### src/rtl/motor_pkg.sv
// Shared types and constants for the speed-ramped PWM motor drive.
// Contents:
//   SPEED_W       width of a speed / duty level (4 bits, levels 0..15)
//   MAX_LEVEL     highest duty level
//   PWM_SLOTS     duty slots per PWM period
//   speed_t       speed / level type
//   ramp_state_t  ramp controller states
package motor_pkg;

  localparam int SPEED_W   = 4;
  localparam int MAX_LEVEL = 15;
  localparam int PWM_SLOTS = 15;

  typedef logic [SPEED_W-1:0] speed_t;

  typedef enum logic [1:0] {
    IDLE      = 2'd0,
    RAMP_UP   = 2'd1,
    RAMP_DOWN = 2'd2
  } ramp_state_t;

endpackage

### src/rtl/pwm_generator.sv
// Slot-based PWM generator. A period is PWM_SLOTS slots of STEP_CYCLES
// clocks each; the output is high during the first 'level' slots.
// Ports:
//   clk              system clock
//   reset            synchronous, active-low reset
//   level            duty level (0 = always low, 15 = always high)
//   pwm              registered PWM output
//   period_boundary  high on the last clock of every PWM period
module pwm_generator
  import motor_pkg::*;
#(
  parameter int STEP_CYCLES = 160
) (
  input  logic   clk,
  input  logic   reset,
  input  speed_t level,
  output logic   pwm,
  output logic   period_boundary
);

  localparam int               SUB_W     = (STEP_CYCLES > 1) ? $clog2(STEP_CYCLES) : 1;
  localparam logic [SUB_W-1:0] SUB_LAST  = SUB_W'(STEP_CYCLES - 1);
  localparam speed_t           SLOT_LAST = SPEED_W'(PWM_SLOTS - 1);

  logic [SUB_W-1:0] sub_cnt_r;
  speed_t           slot_cnt_r;
  logic             pwm_r;
  logic             sub_wrap_s;
  logic             slot_wrap_s;

  assign sub_wrap_s      = (sub_cnt_r == SUB_LAST);
  assign slot_wrap_s     = (slot_cnt_r == SLOT_LAST);
  assign period_boundary = sub_wrap_s && slot_wrap_s;
  assign pwm             = pwm_r;

  // Sub-slot / slot counters and the registered duty comparator
  always_ff @(posedge clk) begin
    if (!reset) begin
      sub_cnt_r  <= '0;
      slot_cnt_r <= '0;
      pwm_r      <= 1'b0;
    end else begin
      if (sub_wrap_s) begin
        sub_cnt_r <= '0;
        if (slot_wrap_s) begin
          slot_cnt_r <= '0;
        end else begin
          slot_cnt_r <= slot_cnt_r + 4'd1;
        end
      end else begin
        sub_cnt_r  <= sub_cnt_r + SUB_W'(1);
        slot_cnt_r <= slot_cnt_r;
      end
      // Registering the compare keeps the output free of decode glitches
      pwm_r <= (slot_cnt_r < level);
    end
  end

endmodule

### src/rtl/speed_ramp_pwm.sv
// Speed command consumer: latches a 4-bit target speed, slews the applied
// duty level toward it one step every RAMP_PERIODS PWM periods and drives a
// PWM output with duty level/15. Target 0 stops at the next period boundary.
// Ports:
//   clk             system clock
//   reset           synchronous, active-low reset
//   speed_in        speed command data
//   speed_valid_in  strobe qualifying speed_in
//   pwm_out         registered PWM drive
//   level_out       currently applied duty level
//   target_out      latched target level
//   ramping_out     high while the controller is ramping
//   at_target_out   high while the controller is idle at its target
module speed_ramp_pwm
  import motor_pkg::*;
#(
  parameter int STEP_CYCLES  = 160,
  parameter int RAMP_PERIODS = 8
) (
  input  logic   clk,
  input  logic   reset,
  input  speed_t speed_in,
  input  logic   speed_valid_in,
  output logic   pwm_out,
  output speed_t level_out,
  output speed_t target_out,
  output logic   ramping_out,
  output logic   at_target_out
);

  localparam int            RC_W    = (RAMP_PERIODS > 1) ? $clog2(RAMP_PERIODS) : 1;
  localparam logic [RC_W-1:0] RC_LAST = RC_W'(RAMP_PERIODS - 1);
  localparam speed_t        LVL_MAX = SPEED_W'(MAX_LEVEL);

  speed_t          target_r;
  speed_t          level_r;
  logic [RC_W-1:0] ramp_cnt_r;
  ramp_state_t     state_r;
  ramp_state_t     state_next_s;
  logic            ramping_s;
  logic            at_target_s;
  logic            ramping_r;
  logic            at_target_r;
  logic            pb_s;
  logic            pwm_s;
  logic            ramp_last_s;

  pwm_generator #(
    .STEP_CYCLES(STEP_CYCLES)
  ) u_pwm (
    .clk             (clk),
    .reset           (reset),
    .level           (level_r),
    .pwm             (pwm_s),
    .period_boundary (pb_s)
  );

  assign ramp_last_s   = (ramp_cnt_r == RC_LAST);
  assign pwm_out       = pwm_s;
  assign level_out     = level_r;
  assign target_out    = target_r;
  assign ramping_out   = ramping_r;
  assign at_target_out = at_target_r;

  // Command capture: the last strobed value becomes the target
  always_ff @(posedge clk) begin
    if (!reset) begin
      target_r <= '0;
    end else if (speed_valid_in) begin
      target_r <= speed_in;
    end else begin
      target_r <= target_r;
    end
  end

  // State register; status flags are registered alongside the state
  always_ff @(posedge clk) begin
    if (!reset) begin
      state_r     <= IDLE;
      ramping_r   <= 1'b0;
      at_target_r <= 1'b1;
    end else begin
      state_r     <= state_next_s;
      ramping_r   <= ramping_s;
      at_target_r <= at_target_s;
    end
  end

  // Next-state logic: direction follows the current target/level relation
  always_comb begin
    state_next_s = state_r;
    case (state_r)
      IDLE: begin
        if (target_r > level_r) begin
          state_next_s = RAMP_UP;
        end else if (target_r < level_r) begin
          state_next_s = RAMP_DOWN;
        end else begin
          state_next_s = IDLE;
        end
      end
      RAMP_UP: begin
        if (target_r < level_r) begin
          state_next_s = RAMP_DOWN;
        end else if (target_r == level_r) begin
          state_next_s = IDLE;
        end else begin
          state_next_s = RAMP_UP;
        end
      end
      RAMP_DOWN: begin
        if (target_r > level_r) begin
          state_next_s = RAMP_UP;
        end else if (target_r == level_r) begin
          state_next_s = IDLE;
        end else begin
          state_next_s = RAMP_DOWN;
        end
      end
      default: state_next_s = IDLE;
    endcase
  end

  // Status decode for the next state
  always_comb begin
    ramping_s   = (state_next_s != IDLE);
    at_target_s = (state_next_s == IDLE);
  end

  // Level register and ramp pacing; levels only move on a period boundary
  always_ff @(posedge clk) begin
    if (!reset) begin
      level_r    <= '0;
      ramp_cnt_r <= '0;
    end else if (pb_s) begin
      if ((target_r == 4'd0) && (level_r != 4'd0)) begin
        // Stop request bypasses the ramp pacing
        level_r    <= '0;
        ramp_cnt_r <= '0;
      end else begin
        case (state_r)
          RAMP_UP: begin
            if (ramp_last_s) begin
              level_r    <= (level_r != LVL_MAX) ? level_r + 4'd1 : level_r;
              ramp_cnt_r <= '0;
            end else begin
              level_r    <= level_r;
              ramp_cnt_r <= ramp_cnt_r + RC_W'(1);
            end
          end
          RAMP_DOWN: begin
            if (ramp_last_s) begin
              level_r    <= (level_r != 4'd0) ? level_r - 4'd1 : level_r;
              ramp_cnt_r <= '0;
            end else begin
              level_r    <= level_r;
              ramp_cnt_r <= ramp_cnt_r + RC_W'(1);
            end
          end
          default: begin
            level_r    <= level_r;
            ramp_cnt_r <= '0;
          end
        endcase
      end
    end else if (state_r == IDLE) begin
      level_r    <= level_r;
      ramp_cnt_r <= '0;
    end else begin
      // A direction change leaves the pacing counter running
      level_r    <= level_r;
      ramp_cnt_r <= ramp_cnt_r;
    end
  end

endmodule
### config.mk
export PLATFORM = sky130hd
export DESIGN_NAME = speed_ramp_pwm
export DESIGN_NICKNAME = d
export VERILOG_FILES = /design/src/rtl/motor_pkg.sv /design/src/rtl/pwm_generator.sv /design/src/rtl/speed_ramp_pwm.sv
export SDC_FILE = /design/constraint.sdc
export NUM_CORES = 1
export LEC_CHECK = 0
export CAP_MARGIN = 20
export CELL_PAD_IN_SITES_DETAIL_PLACEMENT = 0
export CELL_PAD_IN_SITES_GLOBAL_PLACEMENT = 2
export CORE_MARGIN = 4
export CORE_UTILIZATION = 36
export DETAILED_ROUTE_END_ITERATION = 16
export PLACE_DENSITY = 0.9
export SETUP_SLACK_MARGIN = 0.02
export SYNTH_ARGS = -nofsm -noshare
export SYNTH_HDL_FRONTEND = slang
export SYNTH_HIERARCHICAL = 1
export SYNTH_SLANG_ARGS = --single-unit
### constraint.sdc
create_clock -name clk -period 6.85 [get_ports clk]
set_input_delay 1.0275 -clock clk [delete_from_list [all_inputs] [get_ports clk]]
set_output_delay 1.0275 -clock clk [all_outputs]
set_load 0.02 [all_outputs]
==> results of run 1 <==
## worst reg2reg max path, stage by stage, from the launching register on
cell     delay (ps)
dfxtp_1         410
ha_1            240
nand4_2         160
or4b_1          580
nor3_1          490
o21ai_2         150
o21ai_2         270
nand2_1          80
o22ai_1         140
## worst max path at each step
stage,endpoint,depth (start not counted)
floorplan,level_out[0],8
global placement,level_out[0],4
detailed placement,level_out[0],4
CTS,level_out[0],1
global route,level_out[0],8
finish,level_out[0],8
## metal layers
metal	share of wire (%)	wire (um)
met1	46	1470
met2	50	1590
met3	2.6	82
met4	1.4	44
met5	0	0
## sequential cells by signal (all words and copies together), names as in the netlist
name and cells:
at_target_out 1, level_out 4, ramp_cnt_r 3, ramping_out 1, state_r 2, target_out 4
u_pwm/pwm 1, u_pwm/slot_cnt_r 4, u_pwm/sub_cnt_r 8
## report_power, final
part	total, mW	leakage (nW)	internal, mW	switching [mW]
sequential	0.174	0.228	0.169	0.00510
combinational	0.0424	0.433	0.0202	0.0221
clock	0.105	0.0288	0.0516	0.0531
## cell families after synthesis
family	count (synthesis)
fa+ha+maj	17
xor+xnor	7
simple gates	66
flops	28
mux	4
buf+inv	16
compound gates	32
## cell type report
class	instances	area share (%)
clock buffers	4	3.04
inverters	12	2.49
flip-flops and latches	28	31.0
well taps	50	3.46
repair buffers	17	9.41
multi-input cells	126	50.6
## per-stage QoR
| stage | instance area [um2] | std cells |
|---|---|---|
| 6_report | 1810 | 237 |
| 5_1_grt | 1810 | 237 |
| 4_1_cts | 1810 | 237 |
| 3_5_place_dp | 1750 | 233 |
| 3_3_place_gp | 1750 | 233 |
| 2_1_floorplan | 1540 | 170 |
## placed cells by master (no fill, tap or decap), drive strengths merged, types with 2 or more instances in the layout
cell           synthesis  routed
dfxtp                 28      28
clkdlybuf4s50          0      17
ha                    16      16
inv                   12      12
nor2                  11      11
o21ai                 11      11
nand3                 10      10
nand2                 10      10
nor2b                  8       8
a21oi                  6       6
nand2b                 5       5
and2                   5       5
mux2i                  4       4
xor2                   4       4
clkbuf                 4       4
and3                   4       4
nor3                   3       3
a22oi                  3       3
xnor2                  3       3
nand4                  3       3
a21o                   2       2
a21boi                 2       2
==> reports/metrics.csv, run 1 <==
metric,value,unit
status,"finished, final reports clean",
grt_pass1_wl,5620,um
crit_top_cell,o21ai_2,
slew_headroom,48.2,%
core_area,4060,um2
final_max_slew_viol_count,0,
gp_congestion,0.870,
dpl.hpwl,2410,um
path_class,register to register,
p_per_area,177,nW/um2
grtUsageMet2,23.3,%
grt_pass1_vias,1253,
use_met1,16.3,%
crit_family,simple AND/OR/NAND/NOR gates,
ys_ff_latch,28,
pin_count,18,
clk_latency,280,ps
worstPathArrival,2800,ps
max-cap-violations,0,
period_share,37.8,%
ant_nets,0,
port-buffer-count,17,
reg2reg_to,level_out[0],
finalWorstSetupSlack,4260,ps
fin_util,44.6,%
r2r_slack,4260,ps
synthesis.area,1540,um2
postCtsHoldBufs,0,
routed-via-count,1231,
synth_fa_ha_area_share,14.3,%
wl_per_cell,13.4,um
final_layout_size_suffix_gt1_share,8.02,%
clk_pin_slew,100,ps
synthMostInstantiatedCell,dfxtp_1,
cts_setup_buffers,0,
worst_ep_required_time,7060,ps
cts.path.max_buffers,2,
setup.worst_path.start,u_pwm/sub_cnt_r[0],
start_util,37.9,%
overflow,0,
min_from,u_pwm/sub_cnt_r[0],
yosysSeqAreaShare,36.5,%
syn_nets,194,
numCtsBuffers,3,
first_pass_iters,4,
viasPerCell,5.19,
skew,2.05,ps
synth_compound_area_share,13.8,%
multi_input_comb_area,916,um2
synthTopCellsByArea,"dfxtp_1, ha_1, nand3_1, nor2b_1, inv_1",
p_total,0.321,mW
antenna_found_initial,0,
cp_max_fo,6,
synthToLayoutAreaGrowth,17.8,%
crit_slowest_cell,or4b_1,
diodes,0,
chipHeight,73.3,um
synth_ff_type,dfxtp_1,
synth-async-reset-ratio,0,%
reg2reg_from,u_pwm/sub_cnt_r[0],
hold_violations,0,
met3_usage,2.05,%
ys.warnings.count,6,
rows,23,
synth.area.mux_share,2.61,%
synth_top_family_by_area,simple AND/OR/NAND/NOR gates,
synth_top_cell_area_share,36.5,%
critPathBufInv,0,
ff2ff_path_depth,8,
synth_edf_count,0,
die_area,5380,um2
synth.largest_area_cell,dfxtp_1,
grt_use_total,13.2,%
htree_levels,1,
holdPathStages,1,
synth-xor-area-share,3.99,%
tightest_slew,775,ps
leakage,0.690,nW
routed_wirelength,3190,um
synthDistinctLibCells,45,
ff_latch_area,561,um2
synthCells,170,
postCtsResizedCells,0,
syn_area_per_cell,9.04,um2
hold_slack,497,ps
fmax,0.386,GHz
vdd_drop_max,0.0000814,V
crit_chain,ha_1 -> nand4_2 -> or4b_1 -> nor3_1 -> o21ai_2 -> o21ai_2 -> nand2_1 -> o22ai_1,
post_synth_and_or_nand_nor_area_fraction,24.8,%
grt_max_degree,26,
crit_path_end_kind,register,
hold_end,u_pwm/sub_cnt_r[0],
cts_sinks,28,
fill_cells,381,
fin_nets,212,
drtIter0Drc,33,
fin_crit,2590,ps
root_buffer,clkbuf_8,
die_w,73.3,um
setup_viol,0,
setup_tns,0,ps
critPathMaxStageDelay,580,ps
pre_cts_ws,4210,ps
cts_tree,yes,
rsz0062_at_grt,no,
synth_common_cells,"dfxtp_1, ha_1, inv_1, nor2_1, nand3_1",
grt.busiest_layer,met2,
worstHoldPathType,register to register,
startpoint_type,register,
drc,0,
Note: power is estimated with default switching activity, not from simulation.
==> inputs of run 2 (changes only) <==
- CORE_UTILIZATION: 36 -> 34
- PLACE_DENSITY: 0.9 -> 0.86
- clock period: 6.85 -> 2.4 ns (I/O delays scaled with it)
==> run 2 against run 1 <==
Hold slack got worse by 32 ps. Register-to-register slack worse by 4100 ps. Largest cell class unchanged. Critical path type unchanged. Combinational power rose to 2.9 times the previous value. Cell area grew 3.0%. Maximum frequency rose by 16%. Clock-buffer cell count down 1. Sequential power increased to 2.9 times the previous value. Flip-flop and latch count stayed put. Utilization down 1.8 points. Clock skew hardly changed.
==> reports/metrics.csv, run 2 (synthesized netlist as in run 1, its figures left out) <==
metric,value,unit
hold_end,u_pwm/sub_cnt_r[0],
dpl.hpwl,2490,um
grt_max_degree,17,
first_pass_iters,4,
final_max_slew_viol_count,0,
drc,0,
fin_util,42.8,%
path_class,register to register,
port-buffer-count,17,
layout_commonest_cell,dfxtp_1,
final_cell_mix,"dfxtp_1, clkdlybuf4s50_1, ha_1",
worstPathArrival,2430,ps
period_share,92.7,%
root_buffer,clkbuf_8,
fill_cells,420,
grt_pass1_wl,5320,um
drtIter0Drc,26,
dp_cells,237,
reg2reg_from,u_pwm/sub_cnt_r[0],
status,"finished, final reports clean",
tightest_slew,535,ps
worstHoldPathType,register to register,
cts.path.max_buffers,2,
regMostFlops,u_pwm/sub_cnt_r,
slew_headroom,64.2,%
worst_ep_required_time,2610,ps
ff2ff_path_depth,9,
diodes,0,
min_from,u_pwm/sub_cnt_r[0],
p_per_area,533,nW/um2
core_area,4350,um2
rsz0062_at_grt,no,
overflow,0,
setup_tns,0,ps
crit_path_end_kind,register,
viasPerCell,5.12,
die_w,75.2,um
grt_pass1_vias,1187,
cts_tree,yes,
synthToLayoutAreaGrowth,21.3,%
start_util,35.3,%
final_cells,241,
gp_congestion,0.854,
setup_viol,0,
clk_pin_slew,100,ps
numCtsBuffers,3,
routed-via-count,1235,
final_layout_size_suffix_gt1_share,11.6,%
rows,24,
max-cap-violations,0,
die_area,5660,um2
largest_register_ffs,8,
reg2reg_to,level_out[0],
htree_levels,1,
postCtsHoldBufs,0,
antenna_found_initial,0,
routed_wirelength,3330,um
fin_crit,2220,ps
r2r_slack,180,ps
cts_sinks,28,
pin_count,18,
cp_max_fo,6,
ant_nets,0,
hold_violations,0,
leakage,0.708,nW
vdd_drop_max,0.000229,V
chipHeight,75.2,um
grt_use_total,12.5,%
clk_latency,270,ps
wl_per_cell,13.8,um
skew,2.11,ps
holdPathStages,1,
fin_nets,214,
fmax,0.450,GHz
startpoint_type,register,
run 2: cell count changes in the layout (fill, tap and decap cells not counted), sizes merged:
| cell | previous run | this run |
|---|---|---|
| buf | 0 | 2 |
| clkbuf | 4 | 3 |
| bufinv | 0 | 1 |
run 2: worst max-delay path, stage by stage (launching register included):
cell and delay (ps):
dfxtp_2 380, ha_2 230, nand4_2 150, or4b_4 550, nor3_2 160, buf_4 150, o21ai_2 80, o21ai_4 230
nand2_1 80, o22ai_1 130
run 2: what timing repair did:
item | 4_1_cts | 5_1_grt
gates resized for setup | 0 | 6
endpoints found under the setup margin | 0 | 5
setup buffers | 0 | 0
hold endpoints to repair | 0 | 0
run 2: worst max-delay path by stage:
stage / start / end / slack, ps / cells past startpoint
2_1_floorplan: u_pwm/sub_cnt_r[0] / level_out[0] / 160 / 8
3_3_place_gp: u_pwm/sub_cnt_r[0] / level_out[0] / 170 / 9
3_5_place_dp: u_pwm/sub_cnt_r[0] / level_out[0] / 60 / 9
4_1_cts: u_pwm/sub_cnt_r[0] / level_out[0] / 30 / 9
5_1_grt: u_pwm/sub_cnt_r[0] / level_out[0] / 20 / 9
6_report: u_pwm/sub_cnt_r[0] / level_out[0] / 180 / 9
run 2: routing by layer:
metal  global-route usage (%)  vias up  wire (um)
met3                     2.40        4         73
met2                     22.1       10       1680
met4                     4.66        0         43
met5                        0        -          0
met1                     14.9      584       1540
li1                         -      637          -
run 2: final cells by class:
type | instances | area, um2 | share of cell area (%)
well taps | 52 | 65.1 | 3.49
inverters | 12 | 45.0 | 2.42
flip-flops and latches | 28 | 563 | 30.2
clock inverters | 1 | 30.0 | 1.61
multi-input cells | 126 | 935 | 50.1
repair buffers | 19 | 185 | 9.93
clock buffers | 3 | 41.3 | 2.21
run 2: through the flow:
step	setup slack, ps	hold slack (ps)	total power [mW]	area (um2)
2_1_floorplan	156	441	0.582	1540
3_3_place_gp	170	457	0.627	1770
3_5_place_dp	58.9	470	0.630	1770
4_1_cts	27.1	495	1.01	1840
5_1_grt	21.6	483	1.04	1860
6_report	176	465	0.993	1860
run 2: power breakdown:
part | internal [mW] | switching (mW) | total [mW]
Combinational | 0.0588 | 0.0648 | 0.124
Sequential | 0.482 | 0.0147 | 0.497
Clock | 0.223 | 0.149 | 0.373
==> inputs of run 3 (changes only) <==
- ABC_AREA: default -> 1
- CORE_UTILIZATION: 34 -> 32
- PLACE_DENSITY: 0.86 -> 0.87
==> run 3 against run 2 <==
Cell area up 9.9%. Global-route usage shrank 0.25 points. Via count up 19%. Power is 11% higher. Non-clock buffer count down 1. Sequential share of layout area is 2.9 points lower. Worst setup slack improved by 360 ps.
==> reports/metrics.csv, run 3 <==
metric,value,unit
die_area,6610,um2
tightest_slew,369,ps
routed_wirelength,3460,um
stdcell_area,2050,um2
fin_nets,287,
holdPathStages,1,
grt_pass1_vias,1450,
critPathBufInv,1,
path_class,register to output port,
fmax,0.537,GHz
cts_sinks,28,
synth_ff_type,dfxtp_1,
ys.warnings.count,6,
grt_use_total,12.2,%
routed-via-count,1465,
wl_met2,1580,um
synth.largest_area_cell,dfxtp_1,
wl_per_cell,10.4,um
postCtsResizedCells,0,
syn_nets,265,
ant_nets,0,
synthTopCellsByArea,"dfxtp_1, ha_1, nand2_1, inv_1, nor2_1",
synthToLayoutAreaGrowth,19.1,%
first_pass_iters,4,
cts.path.max_buffers,2,
synthDistinctLibCells,29,
rows,26,
max-cap-violations,0,
die_w,81.3,um
status,"finished, final reports clean",
met1_length,1780,um
largest_register_ffs,8,
slew_headroom,75.4,%
wl_met3,69,um
period_share,77.6,%
antenna_found_initial,0,
final_cell_mix,"nand2_1, inv_1, nor2_1",
ys_ff_latch,28,
pin_count,18,
dpl.hpwl,2700,um
synthesis.area,1720,um2
cp_max_fo,9,
yosysSeqAreaShare,32.6,%
worstHoldPathType,register to register,
grt_max_degree,17,
final_layout_size_suffix_gt1_share,9.92,%
synth_edf_count,0,
crit_path_end_kind,output port,
ff2ff_path_depth,10,
cts_tree,yes,
final_max_slew_viol_count,0,
postCtsHoldBufs,0,
grt_pass1_wl,6490,um
start_util,33.3,%
skew,2.33,ps
cts_setup_buffers,0,
chipHeight,81.3,um
leakage,0.959,nW
numCtsBuffers,3,
setup_tns,0,ps
synthMostInstantiatedCell,nand2_1,
layout_commonest_cell,nand2_1,
port-buffer-count,17,
synthCells,241,
drc,0,
drtIter0Drc,66,
vdd_drop_max,0.000336,V
synth_common_cells,"nand2_1, inv_1, nor2_1, dfxtp_1, a21oi_1",
clk_latency,270,ps
crit_slowest_cell,clkdlybuf4s50_1,
core_area,5170,um2
htree_levels,1,
clk_pin_slew,100,ps
root_buffer,clkbuf_8,
synth-async-reset-ratio,0,%
setup_viol,0,
highest_layer,met4,
diodes,0,
startpoint_type,register,
worstPathArrival,1500,ps
crit_family,buffers and inverters,
overflow,0,
hold_violations,0,
crit_chain,clkdlybuf4s50_1,
rsz0062_at_grt,no,
critPathMaxStageDelay,680,ps
viasPerCell,4.41,
path_depth,1,
placed_area,1980,um2
gp_congestion,0.780,
syn_area_per_cell,7.14,um2
regMostFlops,u_pwm/sub_cnt_r,
synth_top_cell_area_share,32.6,%
fin_crit,1860,ps
worst_ep_required_time,2040,ps
p_per_area,536,nW/um2
run 3: final cells by class:
type                       instances  area, um2
fill                             568       3120
multi-input combinational        167        983
sequential                        28        561
timing repair buffer              18        178
inverter                          45        169
tap                               70       87.6
clock buffer                       3       41.3
clock inverter                     1       30.0
run 3: worst paths after layout:
kind / from / endpoint / slack [ps]
min: u_pwm/sub_cnt_r[0] / u_pwm/sub_cnt_r[0] / 470
min reg2reg: u_pwm/sub_cnt_r[0] / u_pwm/sub_cnt_r[0] / 470
max: level_out[0] / level_out[0] / 540
max reg2reg: u_pwm/sub_cnt_r[0] / level_out[0] / 570
run 3: cells by family after synthesis:
logic type | synth area share [%]
AO/OA/AOI/OAI | 9.96
XOR/XNOR | 1.02
adder cells (fa/ha/maj) | 12.8
buffers and inverters | 10.3
flip-flops | 32.6
AND/OR/NAND/NOR | 33.4
run 3: per-stage QoR:
stage | cells | utilization, % | power, mW | setup WS (ps) | hold slack [ps]
floorplan | 241 | - | 0.669 | 771 | 430
finish | 332 | 39.6 | 1.10 | 538 | 473
global route | 332 | 39.6 | 1.17 | 330 | 511
detailed placement | 328 | 38.2 | 0.735 | 597 | 453
global placement | 328 | 38.2 | 0.735 | 644 | 446
CTS | 332 | 39.6 | 1.12 | 517 | 479
run 3: where the power goes:
group	switching, mW	internal (mW)
logic	0.128	0.0923
clock network	0.152	0.223
registers	0.0146	0.487
run 3: per-layer routing:
metal,track usage (%),up-vias
li1,-,802
met1,17.1,650
met2,19.6,11
met3,1.88,2
met4,2.53,0
met5,0,-
